--- src/rtl/uart_pkg.sv ---
// Shared UART definitions: receiver state encoding, frame width and the
// oversampling tick divider used by both ends of the link.
package uart_pkg;

  typedef enum logic [2:0] {
    IDLE,
    START,
    DATA,
    PARITY,
    STOP
  } rx_state_t;

  localparam int DATA_BITS = 8;

  function automatic int uart_div(input int clk_freq, input int baud, input int oversample);
    return clk_freq / (baud * oversample);
  endfunction

endpackage

--- src/rtl/uart_sync2.sv ---
// Generic two-flop synchronizer; resets to RESET_VAL (idle-high line by default).
module uart_sync2 #(
  parameter logic RESET_VAL = 1'b1
) (
  input  logic clk,
  input  logic rst_n,
  input  logic d,
  output logic q
);

  logic meta_p0;

  always_ff @(posedge clk) begin
    if (!rst_n) begin
      meta_p0 <= RESET_VAL;
      q       <= RESET_VAL;
    end else begin
      meta_p0 <= d;
      q       <= meta_p0;
    end
  end

endmodule

--- src/rtl/uart_rx_os.sv ---
// Oversampling UART receiver, 8 data bits LSB first, one stop bit, 3-sample mid-bit vote.
// Define UART_RX_PARITY_EN for 8E1 frames with parity checking; otherwise 8N1.
module uart_rx_os
  import uart_pkg::*;
#(
  parameter int CLK_FREQ   = 50_000_000,
  parameter int BAUD       = 115200,
  parameter int OVERSAMPLE = 16
) (
  input  logic                 clk,
  input  logic                 rst_n,
  input  logic                 rx_in,
  output logic [DATA_BITS-1:0] data_rx,
  output logic                 valid_rx,
  output logic                 frame_err,
  output logic                 parity_err,
  output logic                 busy
);

  localparam int DIV    = uart_div(CLK_FREQ, BAUD, OVERSAMPLE);
  localparam int MID    = OVERSAMPLE / 2;
  localparam int TICK_W = (DIV > 1) ? $clog2(DIV) : 1;
  localparam int SAMP_W = $clog2(OVERSAMPLE);
  localparam int BIT_W  = $clog2(DATA_BITS);

  if (DIV < 2) begin : g_div_check
    $error("uart_rx_os: CLK_FREQ/(BAUD*OVERSAMPLE) must be at least 2");
  end
  if ((OVERSAMPLE < 4) || ((OVERSAMPLE % 2) != 0)) begin : g_os_check
    $error("uart_rx_os: OVERSAMPLE must be even and at least 4");
  end

  function automatic logic maj3(input logic a, input logic b, input logic c);
    return (a & b) | (a & c) | (b & c);
  endfunction

  rx_state_t            state;
  rx_state_t            state_next;
  logic                 rx_p1;
  logic                 rx_p2;
  logic                 start_edge;
  logic [TICK_W-1:0]    tick_cnt;
  logic [SAMP_W-1:0]    samp_cnt;
  logic                 tick;
  logic                 vote_time;
  logic                 samp_a;
  logic                 samp_b;
  logic                 vote;
  logic [BIT_W-1:0]     bit_cnt;
  logic                 last_bit;
  logic [DATA_BITS-1:0] shift;
  logic                 valid_next;
  logic                 ferr_next;

  // Stage p1: synchronized line; stage p2: history for falling-edge detection
  uart_sync2 #(.RESET_VAL(1'b1)) u_sync (
    .clk   (clk),
    .rst_n (rst_n),
    .d     (rx_in),
    .q     (rx_p1)
  );

  always_ff @(posedge clk) begin
    if (!rst_n) rx_p2 <= 1'b1;
    else        rx_p2 <= rx_p1;
  end

  assign start_edge = rx_p2 & ~rx_p1;

  // Tick and sample counters idle at zero so every frame is timed from its own start edge
  assign tick = (tick_cnt == TICK_W'(DIV - 1));

  always_ff @(posedge clk) begin
    if (!rst_n || state == IDLE) begin
      tick_cnt <= '0;
      samp_cnt <= '0;
    end else if (tick) begin
      tick_cnt <= '0;
      samp_cnt <= (samp_cnt == SAMP_W'(OVERSAMPLE - 1)) ? '0 : samp_cnt + SAMP_W'(1);
    end else begin
      tick_cnt <= tick_cnt + TICK_W'(1);
    end
  end

  always_ff @(posedge clk) begin
    if (tick && samp_cnt == SAMP_W'(MID - 1)) samp_a <= rx_p1;
    if (tick && samp_cnt == SAMP_W'(MID))     samp_b <= rx_p1;
  end

  assign vote_time = tick && (samp_cnt == SAMP_W'(MID + 1));
  assign vote      = maj3(samp_a, samp_b, rx_p1);

  always_ff @(posedge clk) begin
    if (!rst_n || state != DATA) bit_cnt <= '0;
    else if (vote_time)          bit_cnt <= bit_cnt + BIT_W'(1);
  end

  assign last_bit = (bit_cnt == BIT_W'(DATA_BITS - 1));

  always_ff @(posedge clk) begin
    if (state == DATA && vote_time) shift <= {vote, shift[DATA_BITS-1:1]};
  end

  always_ff @(posedge clk) begin
    if (!rst_n) state <= IDLE;
    else        state <= state_next;
  end

  always_comb begin
    state_next = state;
    valid_next = 1'b0;
    ferr_next  = 1'b0;
    case (state)
      IDLE: begin
        if (start_edge) state_next = START;
      end
      START: begin
        if (vote_time) state_next = vote ? IDLE : DATA;
      end
      DATA: begin
        if (vote_time && last_bit) begin
`ifdef UART_RX_PARITY_EN
          state_next = PARITY;
`else
          state_next = STOP;
`endif
        end
      end
`ifdef UART_RX_PARITY_EN
      PARITY: begin
        if (vote_time) state_next = STOP;
      end
`endif
      STOP: begin
        if (vote_time) begin
          state_next = IDLE;
          valid_next = vote;
          ferr_next  = ~vote;
        end
      end
      default: state_next = IDLE;
    endcase
  end

  // Output stage: pulses land in the same cycle the FSM is back in IDLE
  always_ff @(posedge clk) begin
    if (!rst_n) begin
      valid_rx  <= 1'b0;
      frame_err <= 1'b0;
      data_rx   <= '0;
    end else begin
      valid_rx  <= valid_next;
      frame_err <= ferr_next;
      if (valid_next) data_rx <= shift;
    end
  end

  assign busy = (state != IDLE);

`ifdef UART_RX_PARITY_EN
  logic par_bad;
  logic perr_q;

  // Even parity: the parity bit makes the total count of ones even
  always_ff @(posedge clk) begin
    if (!rst_n || state == IDLE)         par_bad <= 1'b0;
    else if (state == PARITY && vote_time) par_bad <= vote ^ (^shift);
  end

  always_ff @(posedge clk) begin
    if (!rst_n) perr_q <= 1'b0;
    else        perr_q <= valid_next & par_bad;
  end

  assign parity_err = perr_q;
`else
  assign parity_err = 1'b0;
`endif

endmodule

--- config.mk ---
export PLATFORM = sky130hd
export DESIGN_NAME = uart_rx_os
export DESIGN_NICKNAME = d
export VERILOG_FILES = /design/src/rtl/uart_pkg.sv /design/src/rtl/uart_sync2.sv /design/src/rtl/uart_rx_os.sv
export SDC_FILE = /design/constraint.sdc
export NUM_CORES = 1
export LEC_CHECK = 0
export CAP_MARGIN = 15
export CELL_PAD_IN_SITES_DETAIL_PLACEMENT = 0
export CELL_PAD_IN_SITES_GLOBAL_PLACEMENT = 2
export CORE_MARGIN = 2
export CORE_UTILIZATION = 39
export DETAILED_ROUTE_END_ITERATION = 8
export GPL_TIMING_DRIVEN = 0
export PLACE_DENSITY = 0.92
export SYNTH_ARGS = -nofsm -noshare
export SYNTH_HDL_FRONTEND = slang
export SYNTH_SLANG_ARGS = --single-unit
--- constraint.sdc ---
create_clock -name clk -period 3.8 [get_ports clk]
set_input_delay 0.76 -clock clk [delete_from_list [all_inputs] [get_ports clk]]
set_output_delay 0.76 -clock clk [all_outputs]
set_load 0.05 [all_outputs]
==> run_results.csv <==
group,metric,value,unit
sta,hold_violations,0,
power_and_ir_drop,p_comb_frac,0.029,
sta,rsz0062_at_grt,"false",
power_and_ir_drop,leakage,0.744,nW
placement,dp_hpwl,1670,um
grt,grt_max_degree,12,
worst_setup_path,start_kind,"register",
cts,cts_tree,"yes",
cts,cts_made_buffers,5,
routing,viasPerCell,4.84,
routing,wl_met2,1060,um
worst_setup_path,end_kind,"primary output",
routing,antenna_left,0,
final_layout,area_delta_synth_final,18.0,%
synth,synthTopCellsByArea,"dfxtp_1 37%, edfxtp_1 20%, ha_1 5.8%, nor2_1 5.7%, mux2i_1 5.3%",
power_and_ir_drop,p_seq_frac,0.603,
floorplan,core-area,3690,um2
power_and_ir_drop,clkPwrFrac,0.368,
power_and_ir_drop,p_sw_frac,0.207,
synth,synth_cells,135,
sta,clock_skew,0.00363,ns
routing,wl_per_cell,11.1,um
cts,hold_buffers,0,
synth,yosys_warnings,0,
power_and_ir_drop,vdd_drop_max,213,uV
cts,post-cts-setup-buffers,0,
synth,ys_async_sr_fraction,0,
synth,ys_ff_latch,38,
routing,dr.max_layer_used,"met4",
grt,first_global_vias,894,
cts,cts_root_buf,"clkbuf_8",
sta,max_slew.worst_pin.slew,0.638,ns
routing,drtIter0Drc,35,
placement,place.port_buffers,13,
worst_setup_path,cp.required,3.04,ns
routing,wl_met3,122,um
grt,grt_pass1_wl,4000,um
floorplan,ios,15,
sta,setup_viol,0,
routing,met1Wirelength,1030,um
floorplan,dieHeight,66.1,um
worst_hold_path,hold_class,"register to register",
routing,wirelength,2260,um
sta,slew_headroom,0.573,
cts,ctsResizeCount,0,
routing,drt-pass1-iter-count,4,
power_and_ir_drop,p_int,0.549,mW
sta,post-route-period-util,0.673,
worst_setup_path,crit_fanout,6,
synth,avgSynthCellArea,11.1,um2
synth,seq_area_frac_synth,0.572,
floorplan,die_area,4370,um2
cts,clkSinkCount,38,
routing,via_count,987,
cts,htree_levels,2,
final_layout,mostFrequentLayoutCells,"28 x dfxtp_1, 23 x nor2_1, 13 x clkdlybuf4s50_1",
cts,clk_latency,0.28,ns
final_layout,final_util,0.482,
placement,gp_congestion,0.770,
floorplan,rows,22,
worst_setup_path,cp.arrival,1.80,ns
final_layout,layout_commonest_cell,"dfxtp_1",
flow_run,cap_violations,0,
sta,clock.fmax,391,MHz
synth,synth.distinct_cells,36,
final_layout,drive_above_1_share,0.109,
grt,antenna_found_initial,0,
synth,synth_ff_type,"dfxtp_1",
floorplan,die_w,66.1,um
synth,yosysTopAreaCellShare,0.372,
sta,drv_slew,0,
synth,syn-num-nets,145,
synth,synth_top_area_cell,"dfxtp_1",
power_and_ir_drop,p_sw,0.144,mW
synth,syn-cell-area,1510,um2
final_layout,nets,165,
power_and_ir_drop,p_per_area,390,nW/um2
cts,cts_buffer_depth,2,
worst_setup_path,crit_type,"register to primary output",
final_layout,antenna_cells,0,
sta,period_needed,2.56,ns
sta,setup_tns,0,ns
cts,clk_pin_slew,0.07,ns
grt,overflow,0,
outcome,status,"complete, no violations",
grt,grt_usage,0.123,
synth,synth_edf_count,10,
floorplan,initial_core_util,0.408,
routing,drc,0,
==> cells in the mapped netlist (all sizes together), types with 3 or more instances <==
cell,n
edfxtp,10
buf,3
a31oi,3
ha,7
nand2,9
inv,5
mux2i,8
nor2,23
xor2,3
dfxtp,28
xnor2,3
nand3,3
a21oi,5
==> registers in the layout, indices dropped and copies added, names as in the netlist, 3 cells and up <==
signal    count
shift         8
data_rx       8
state         3
samp_cnt      4
bit_cnt       3
tick_cnt      5
==> layer usage <==
layer,vias to the layer above,global-route usage
li1,501,-
met1,463,0.144
met2,18,0.188
met3,5,0.0647
met4,0,0.0536
met5,-,0
==> per-stage QoR <==
stage                     instance area (um2)  hold slack (ns)  setup slack, ns  power (mW)  instances
after detailed placement                 1700            0.398             1.42       0.447        196
after global routing                     1780            0.436             1.15       0.725        204
after CTS                                1780            0.428             1.22       0.706        204
after floorplan                          1510            0.386             2.09       0.439        135
final                                    1780            0.423             1.24       0.692        204
after global placement                   1700            0.395             1.42       0.446        196
==> power groups by stage <==
stage	registers [mW]	clock network, mW	logic (mW)
2_1_floorplan	0.426	0	0.0135
3_3_place_gp	0.426	0	0.0199
3_5_place_dp	0.427	0	0.0200
4_1_cts	0.417	0.269	0.0203
5_1_grt	0.417	0.286	0.0216
6_report	0.417	0.255	0.0199
==> cell families (layout without fill, tap and decap cells) <==
logic type	count (synthesis)	count (layout)	share of synthesized area
simple gates	51	51	0.176
buf+inv	9	30	0.0308
other cells	1	1	0.00249
flops	38	38	0.572
xor+xnor	6	6	0.0349
fa+ha+maj	8	8	0.0648
mux	8	8	0.0532
compound gates	14	14	0.0657
==> final timing paths <==
check                 start       end  slack, ns  cells after the start
max                state[0]      busy       1.24                      2
min          u_sync.meta_p0  u_sync.q       0.42                      1
max reg2reg     tick_cnt[0]  shift[6]       1.84                      6
min reg2reg  u_sync.meta_p0  u_sync.q       0.42                      1
==> area by class of cell <==
cell class	instances	area, um2
clock inverter	2	8.76
clock buffer	6	72.6
buffer	3	23.8
tap	48	60.1
inverter	6	22.5
timing repair buffer	13	130
multi-input combinational	88	598
fill	352	1910
sequential	38	861
==> worst max-delay path, stage by stage (launching register included) <==
cell and delay [ns]:
dfxtp_1 0.36, or3_1 0.43, clkdlybuf4s50_1 0.73
No activity file was read; power rests on OpenSTA's default activity.
